$ cat src/rtl/muldiv_unit.sv
// Multi-cycle signed/unsigned multiply (STEP bits per cycle) and optional restoring
// divide with HI/LO result registers. Divider is built only when MULDIV_DIV_EN is defined.
module muldiv_unit #(
  parameter int WIDTH = 32,
  parameter int STEP  = 1
) (
  input  logic             clk,
  input  logic             reset,
  input  logic             multE,
  input  logic             divE,
  input  logic             is_signedE,
  input  logic             flushE,
  input  logic [WIDTH-1:0] a,
  input  logic [WIDTH-1:0] b,
  output logic             stall,
  output logic [WIDTH-1:0] hi,
  output logic [WIDTH-1:0] lo,
  output logic             div_by_zero
);
  localparam int CNT_W = $clog2(WIDTH + 1);

  typedef enum logic [1:0] {IDLE, RUN, DONE} state_e;

  state_e               state_q, state_d;
  logic [CNT_W-1:0]     cnt_q, cnt_d;
  logic [2*WIDTH-1:0]   work_q, work_d;
  logic [WIDTH-1:0]     ub_q, ub_d;
  logic                 neg_q, neg_d, rneg_q, rneg_d, div_q, div_d;
  logic [WIDTH-1:0]     hi_q, hi_d, lo_q, lo_d;
  logic                 dbz_q, dbz_d;
  logic                 div_req, req;
  logic [WIDTH+STEP-1:0] pp, acc;
  logic [2*WIDTH-1:0]   mul_nxt, step_nxt, res;

  function automatic logic [WIDTH-1:0] mag(input logic [WIDTH-1:0] v, input logic sgn);
    logic signed [WIDTH-1:0] s;
    s = v;
    return (sgn && s[WIDTH-1]) ? -s : s;
  endfunction

  function automatic logic [WIDTH-1:0] fixw(input logic [WIDTH-1:0] v, input logic neg);
    logic signed [WIDTH-1:0] s;
    s = v;
    return neg ? -s : s;
  endfunction

  function automatic logic [2*WIDTH-1:0] fix2(input logic [2*WIDTH-1:0] v, input logic neg);
    logic signed [2*WIDTH-1:0] s;
    s = v;
    return neg ? -s : s;
  endfunction

  // Multiply slice: work_q holds {partial high, unretired multiplier bits}
  assign pp      = {{STEP{1'b0}}, ub_q} * {{WIDTH{1'b0}}, work_q[STEP-1:0]};
  assign acc     = {{STEP{1'b0}}, work_q[2*WIDTH-1:WIDTH]} + pp;
  assign mul_nxt = {acc, work_q[WIDTH-1:STEP]};

`ifdef MULDIV_DIV_EN
  // Restoring divide bit: work_q holds {remainder, dividend bits shifting into quotient}
  logic [WIDTH:0]     shifted, trial;
  logic [2*WIDTH-1:0] div_nxt;
  assign shifted  = {work_q[2*WIDTH-1:WIDTH], work_q[WIDTH-1]};
  assign trial    = shifted - {1'b0, ub_q};
  assign div_nxt  = trial[WIDTH] ? {shifted[WIDTH-1:0], work_q[WIDTH-2:0], 1'b0}
                                 : {trial[WIDTH-1:0],   work_q[WIDTH-2:0], 1'b1};
  assign step_nxt = div_q ? div_nxt : mul_nxt;
  assign res      = div_q ? {fixw(div_nxt[2*WIDTH-1:WIDTH], rneg_q), fixw(div_nxt[WIDTH-1:0], neg_q)}
                          : fix2(mul_nxt, neg_q);
  assign div_req     = divE & ~multE;
  assign div_by_zero = dbz_q;
`else
  logic unused_div;
  assign unused_div  = ^{divE, rneg_q, dbz_q};
  assign step_nxt    = mul_nxt;
  assign res         = fix2(mul_nxt, neg_q);
  assign div_req     = 1'b0;
  assign div_by_zero = 1'b0;
`endif

  assign req = multE | div_req;
  assign hi  = hi_q;
  assign lo  = lo_q;

  always_comb begin
    state_d = state_q;
    cnt_d   = cnt_q;
    work_d  = work_q;
    ub_d    = ub_q;
    neg_d   = neg_q;
    rneg_d  = rneg_q;
    div_d   = div_q;
    hi_d    = hi_q;
    lo_d    = lo_q;
    dbz_d   = dbz_q;
    stall   = 1'b0;
    case (state_q)
      IDLE: begin
        if (req && !flushE) begin
          stall  = 1'b1;
          div_d  = div_req;
          neg_d  = is_signedE & (a[WIDTH-1] ^ b[WIDTH-1]);
          rneg_d = is_signedE & a[WIDTH-1];
          state_d = RUN;
          if (div_req) begin
            ub_d   = mag(b, is_signedE);
            work_d = {{WIDTH{1'b0}}, mag(a, is_signedE)};
            cnt_d  = CNT_W'(WIDTH);
            if (b == '0) begin
              lo_d    = '1;
              hi_d    = a;
              dbz_d   = 1'b1;
              state_d = DONE;
            end
          end else begin
            ub_d   = mag(a, is_signedE);
            work_d = {{WIDTH{1'b0}}, mag(b, is_signedE)};
            cnt_d  = CNT_W'(WIDTH / STEP);
          end
        end
      end
      RUN: begin
        stall = 1'b1;
        if (flushE) begin
          state_d = IDLE;
        end else begin
          work_d = step_nxt;
          cnt_d  = cnt_q - CNT_W'(1);
          if (cnt_q == CNT_W'(1)) begin
            hi_d    = res[2*WIDTH-1:WIDTH];
            lo_d    = res[WIDTH-1:0];
            dbz_d   = div_q;
            state_d = DONE;
          end
        end
      end
      DONE:    state_d = IDLE;
      default: state_d = IDLE;
    endcase
  end

  always_ff @(posedge clk) begin
    if (reset) begin
      state_q <= IDLE;
      cnt_q   <= '0;
      hi_q    <= '0;
      lo_q    <= '0;
      dbz_q   <= 1'b0;
      div_q   <= 1'b0;
    end else begin
      state_q <= state_d;
      cnt_q   <= cnt_d;
      hi_q    <= hi_d;
      lo_q    <= lo_d;
      dbz_q   <= dbz_d;
      div_q   <= div_d;
    end
  end

  always_ff @(posedge clk) begin
    work_q <= work_d;
    ub_q   <= ub_d;
    neg_q  <= neg_d;
    rneg_q <= rneg_d;
  end
endmodule

$ cat config.mk
export PLATFORM = sky130hd
export DESIGN_NAME = muldiv_unit
export DESIGN_NICKNAME = d
export VERILOG_FILES = /design/src/rtl/muldiv_unit.sv
export SDC_FILE = /design/constraint.sdc
export NUM_CORES = 1
export LEC_CHECK = 0
export ABC_AREA = 1
export ABC_CLOCK_PERIOD_IN_PS = 7700
export CAP_MARGIN = 20
export CORE_MARGIN = 3
export CORE_UTILIZATION = 63
export CTS_CLUSTER_DIAMETER = 60
export DETAILED_ROUTE_END_ITERATION = 7
export PLACE_DENSITY = 0.95
export REMOVE_ABC_BUFFERS = 1
export SETUP_SLACK_MARGIN = 0.4
export SYNTH_ARGS = -nofsm -noshare
export SYNTH_HDL_FRONTEND = slang
export SYNTH_SLANG_ARGS = --single-unit
$ cat constraint.sdc
create_clock -name clk -period 7.7 [get_ports clk]
set_input_delay 2.31 -clock clk [delete_from_list [all_inputs] [get_ports clk]]
set_output_delay 2.31 -clock clk [all_outputs]
set_load 0.02 [all_outputs]
==> flow_summary.json, run 1 <==
{
  "synth-simple-area-share": 0.3519,
  "hpwl_um": 26020,
  "cts_tree": "yes",
  "wl_per_cell_um": 16.02,
  "sw_frac_of_total": 0.3221,
  "grt_pass1_wl_um": 58060,
  "hold_violations": 0,
  "skew_ns": 0.01150,
  "p_per_area_nw_per_um2": 173.8,
  "fmax_mhz": 165.1,
  "n_antenna_cell": 0,
  "synth-edff-count": 97,
  "maxSlewViolCount": 0,
  "start_kind": "input port",
  "antenna_found_initial": 0,
  "place_ws_ns": 1.627,
  "root_buffer": "clkbuf_16",
  "die_y_um": 146.2,
  "track_usage": 0.3297,
  "synthCells": 1835,
  "area_growth_pct": 17.44,
  "maxCapViolCount": 0,
  "synth.mux.area_fraction": 0,
  "cts_resized": 0,
  "fill_cells": 1476,
  "final_area_um2": 14530,
  "synth_cell_type_count": 50,
  "chipWidth_um": 146.2,
  "relSlewSlack": 0.2535,
  "cp.depth": 6,
  "synth_top_family_by_area": "simple AND/OR/NAND/NOR gates",
  "vias": 12650,
  "fin_ws_ns": 1.641,
  "synth_xor_area_frac": 0.04954,
  "ys_seq_elements": 169,
  "rsz0062_at_grt": "false",
  "grt_pass1_vias": 12290,
  "switching_power_uw": 813.8,
  "start_util": 0.6507,
  "cp.required_ns": 5.39,
  "crit_path_top_delay_cell": "clkdlybuf4s50_1",
  "final.period_utilization": 0.7868,
  "synth_top_area_frac": 0.2354,
  "post_cts_buffers": 0,
  "critical_path_arrival_ns": 3.75,
  "critPathTopFamily": "buffers and inverters",
  "synth.area.top_cells": "edfxtp_1 (24%), nand2_1 (15%), dfxtp_1 (12%)",
  "worst_path_largest_cell_delay_ns": 0.62,
  "p_seq_frac": 0.409,
  "cp_max_fo": 5,
  "die_area_um2": 21360,
  "outcome": "finished clean",
  "pwr-share-comb": 0.225,
  "whs_path_depth": 1,
  "path_clk_slew_ns": 0.07,
  "drtPass1Iterations": 8,
  "postSynthAreaPerCell_um2": 6.744,
  "r2r_cells": 11,
  "routed_wl_um": 35590,
  "critical_path.endpoint_type": "output pin",
  "clkPwrFrac": 0.366,
  "clock_path_buffers": 2,
  "synth_fa_ha_area_frac": 0.03903,
  "synthFlopType": "edfxtp_1",
  "ant_nets": 0,
  "rows": 50,
  "path_buf_inv": 3,
  "instances_no_fill": 2222,
  "port_buffers": 133,
  "fin_setup_tns_ns": 0,
  "seq_area_frac_synth": 0.3519,
  "cts_made_buffers": 17,
  "grt_max_degree": 116,
  "place_inst": 2190,
  "hp-class": "reg -> reg",
  "viasPerCell": 5.692,
  "synth_compound_area_frac": 0.1023,
  "netlist_area_um2": 12370,
  "finalSetupViolCount": 0,
  "tightest_slew_ns": 1.118,
  "power_leakage_nw": 6.897,
  "grt_overflow": 0,
  "intPower_mw": 1.712,
  "drc": 0,
  "io_pins": 136,
  "initialDrtViolationCount": 1345,
  "hold_buffers": 0,
  "ys_async_sr_fraction": 0,
  "max-vdd-ir-drop_mv": 0.1539,
  "drive_gt1_frac": 0.07645,
  "place_area_um2": 13910,
  "nets": 2057,
  "period_needed_ns": 6.059,
  "cts-htree-levels": 4,
  "crit_type": "in -> out",
  "gp_congestion": 0.9316,
  "yosysTopAreaCell": "edfxtp_1",
  "clk_latency_ns": 0.45,
  "path_cells": "clkdlybuf4s50_1 -> inv_1 -> nor2_1 -> nand2_1 -> nand2_1 -> clkdlybuf4s50_1",
  "synth_warnings": 0,
  "coreArea_um2": 19020,
  "cts.sinks": 169
}
worst paths after layout:
path                            to  slack, ns                    start
min          cnt_q[0]$_SDFFE_PP0P_       0.50    cnt_q[0]$_SDFFE_PP0P_
max reg2reg    lo[29]$_SDFFE_PP0P_       4.18  state_q[0]$_SDFFE_PP0P_
max                          stall       1.64                    multE
min reg2reg  cnt_q[0]$_SDFFE_PP0P_       0.50    cnt_q[0]$_SDFFE_PP0P_
power by group through the flow:
stage	clock network (mW)	logic [mW]	registers (mW)
after floorplan	0	0.377	1.05
after global placement	0	0.533	1.05
after detailed placement	0	0.550	1.05
after CTS	0.916	0.558	1.03
after global routing	0.958	0.630	1.04
final	0.924	0.568	1.03
synthesized netlist by cell type (all sizes together) (13+ instances only):
master / instances
a21oi: 72
buf: 13
clkbuf: 34
dfxtp: 72
edfxtp: 97
ha: 37
inv: 290
nand2: 551
nand3: 108
nand3b: 16
nand4: 22
nor2: 252
nor3: 25
o211ai: 17
o21ai: 104
xnor2: 24
xor2: 46
layout make-up:
class,count,area (um^2),area share
inverters,294,1104,0.07594
repair buffers,142,1399,0.09625
clock buffers,21,504.2,0.03470
clock inverters,11,118.9,0.008179
well taps,260,325.3,0.02238
multi-input cells,1325,6728,0.4629
flip-flops and latches,169,4354,0.2996
per-stage QoR:
step | hold slack, ns | utilization | power (mW)
2_1_floorplan | 0.4521 | - | 1.429
3_3_place_gp | 0.4752 | 0.7314 | 1.584
3_5_place_dp | 0.4872 | 0.7314 | 1.603
4_1_cts | 0.4965 | 0.7641 | 2.507
5_1_grt | 0.5304 | 0.7641 | 2.625
6_report | 0.4955 | 0.7641 | 2.526
registers in the layout (all words and copies together) (netlist names):
register / count
cnt_q: 6
hi: 32
lo: 32
neg_q: 1
state_q: 2
ub_q: 32
work_q: 64
cells in the final DEF (no fill, tap or decap), types with 3 or more instances in the layout:
master / n
o21ai_2: 3
o31ai_1: 6
inv_2: 8
nor4_1: 7
nor2_4: 6
clkdlybuf4s50_1: 133
clkinv_1: 4
a31oi_1: 7
o211ai_1: 17
xor2_1: 46
nand3_2: 8
dfxtp_1: 72
clkbuf_16: 20
nand3b_1: 15
nand2_1: 503
nand2_2: 48
a21oi_1: 70
nor3_2: 7
nor3_1: 18
o221ai_1: 12
inv_1: 282
nor2_2: 19
nand3_1: 100
ha_1: 37
edfxtp_1: 97
xnor2_1: 24
o21ai_1: 7
inv_6: 3
or2_2: 5
buf_4: 9
nor2_1: 227
o21ai_0: 94
inv_4: 3
nand4_1: 21
routing by layer:
metal,GRT usage,share of wire,up-vias
li1,-,-,6091
met1,0.4122,0.40,5731
met2,0.5582,0.48,682
met3,0.04593,0.078,143
met4,0.1689,0.048,0
met5,0,0,-
logic make-up after synthesis:
family,after synthesis
buffers and inverters,341
and+or+nand+nor,993
adders and majority gates,38
DFF,169
other,1
xor gates and xnor gates,70
AOI/OAI and AO/OA,223
No activity file was read; power rests on OpenSTA's default activity.
==> run 2: changes to the inputs <==
--- a/config.mk
+++ b/config.mk
@@ -6,13 +6,13 @@
 export NUM_CORES = 1
 export LEC_CHECK = 0
 export ABC_AREA = 1
-export ABC_CLOCK_PERIOD_IN_PS = 7700
+export ABC_CLOCK_PERIOD_IN_PS = 6100
 export CAP_MARGIN = 20
 export CORE_MARGIN = 3
-export CORE_UTILIZATION = 63
+export CORE_UTILIZATION = 58
 export CTS_CLUSTER_DIAMETER = 60
 export DETAILED_ROUTE_END_ITERATION = 7
-export PLACE_DENSITY = 0.95
+export PLACE_DENSITY = 0.94
 export REMOVE_ABC_BUFFERS = 1
 export SETUP_SLACK_MARGIN = 0.4
 export SYNTH_ARGS = -nofsm -noshare
==> constraint.sdc (replaced) <==
create_clock -name clk -period 6.1 [get_ports clk]
set_input_delay 1.83 -clock clk [delete_from_list [all_inputs] [get_ports clk]]
set_output_delay 1.83 -clock clk [all_outputs]
set_load 0.02 [all_outputs]
==> flow_summary.json, run 2 (synthesis results as in run 1) <==
{
  "layout_common_cells": "nand2_1 (503), inv_1 (282), nor2_1 (227), clkdlybuf4s50_1 (133), nand3_1 (100)",
  "final_common_cell": "nand2_1",
  "cts_resized": 0,
  "root_buffer": "clkbuf_16",
  "finalSetupViolCount": 0,
  "critical_path_arrival_ns": 3.29,
  "chipWidth_um": 152.1,
  "min_from": "lo[15]$_SDFFE_PP0P_",
  "reg2reg_from": "work_q[0]$_DFFE_PP_",
  "instances_no_fill": 2234,
  "tightest_slew_ns": 1.043,
  "hp-class": "reg -> reg",
  "fin_util": 0.7052,
  "place_ws_ns": 0.9584,
  "rsz0062_at_grt": "false",
  "final.period_utilization": 0.8398,
  "r2r_cells": 21,
  "p_per_area_nw_per_um2": 215.6,
  "wl_per_cell_um": 15.57,
  "drive_gt1_frac": 0.07739,
  "final_area_um2": 14540,
  "fin_setup_tns_ns": 0,
  "ant_nets": 0,
  "cts_tree": "yes",
  "coreArea_um2": 20620,
  "die_y_um": 152.1,
  "period_needed_ns": 5.123,
  "cp.required_ns": 4.27,
  "drc": 0,
  "clk_latency_ns": 0.44,
  "rows": 52,
  "drtPass1Iterations": 7,
  "crit_path_top_delay_cell": "clkdlybuf4s50_1",
  "outcome": "finished clean",
  "grt_max_degree": 60,
  "max-vdd-ir-drop_mv": 0.1673,
  "die_area_um2": 23120,
  "hpwl_um": 26270,
  "area_growth_pct": 17.53,
  "grt_overflow": 0,
  "regMostFlops": "work_q",
  "viasPerCell": 5.583,
  "routed_wl_um": 34790,
  "start_kind": "input port",
  "skew_ns": 0.01172,
  "fin_ws_ns": 0.9772,
  "worst_path_largest_cell_delay_ns": 0.63,
  "maxCapViolCount": 0,
  "crit_type": "in -> out",
  "relSlewSlack": 0.3035,
  "io_pins": 136,
  "place_area_um2": 13930,
  "grt_pass1_wl_um": 56060,
  "path_cells": "clkdlybuf4s50_1 -> inv_1 -> nor2_1 -> nand2_1 -> nand2_1 -> clkdlybuf4s50_1",
  "cts_made_buffers": 17,
  "hold_violations": 0,
  "clock_path_buffers": 2,
  "gp_congestion": 0.9583,
  "min_to": "lo[15]$_SDFFE_PP0P_",
  "largest_reg_flops": 64,
  "port_buffers": 133,
  "rrSetupSlack_ns": 2.47,
  "maxSlewViolCount": 0,
  "crit-reg2reg-capture": "hi[26]$_SDFFE_PP0P_",
  "critical_path.endpoint_type": "output pin",
  "track_usage": 0.2920,
  "initialDrtViolationCount": 1197,
  "nets": 2059,
  "start_util": 0.6000,
  "cp_max_fo": 5,
  "post_cts_buffers": 0,
  "grt_pass1_vias": 11720,
  "whs_path_depth": 2,
  "antenna_found_initial": 1,
  "cts-htree-levels": 4,
  "place_inst": 2201,
  "cts.sinks": 169,
  "fmax_mhz": 195.2,
  "vias": 12470,
  "n_antenna_cell": 0,
  "hold_buffers": 0,
  "path_clk_slew_ns": 0.07,
  "power_leakage_nw": 6.890
}
-- run 2: area by class of cell --
cell class / count / area, um^2
Multi-Input combinational cell: 1325 / 6728
Fill cell: 1646 / 6081
Sequential cell: 169 / 4354
Timing Repair Buffer: 144 / 1434
Inverter: 294 / 1104
Clock buffer: 17 / 425.4
Tap cell: 270 / 337.8
Clock inverter: 15 / 161.4
-- run 2: worst max path at each step --
stage,start,end,slack [ns]
global route,multE,stall,0.93
CTS,multE,stall,0.96
finish,multE,stall,0.98
detailed placement,multE,stall,0.96
global placement,multE,stall,0.99
floorplan,state_q[0]$_SDFFE_PP0P_,lo[11]$_SDFFE_PP0P_,0.06
-- run 2: routing by layer --
metal,vias to the layer above,GRT usage,share of wire
li1,6086,-,-
met1,5683,0.3694,0.40
met2,586,0.4966,0.48
met3,117,0.03527,0.078
met4,0,0.1421,0.046
met5,-,0,0
-- run 2: worst max-delay path: cells and delay by family --
kind                   cells  cell delay [ns]
buffers and inverters      3             1.13
and+or+nand+nor            3             0.33
-- run 2: through the flow --
| step | power [mW] | hold WS (ns) |
|---|---|---|
| after floorplan | 1.803 | 0.4521 |
| after global placement | 2.002 | 0.4741 |
| after detailed placement | 2.025 | 0.4850 |
| after CTS | 3.117 | 0.5053 |
| after global routing | 3.268 | 0.5291 |
| final | 3.135 | 0.5003 |
-- run 2: where the power goes --
group / total, mW / switching [mW] / leakage [nW] / internal [mW]
Sequential: 1.31 / 0.0345 / 1.50 / 1.27
Clock: 1.11 / 0.500 / 0.286 / 0.612
Combinational: 0.717 / 0.474 / 5.10 / 0.243
Total: 3.14 / 1.01 / 6.89 / 2.13
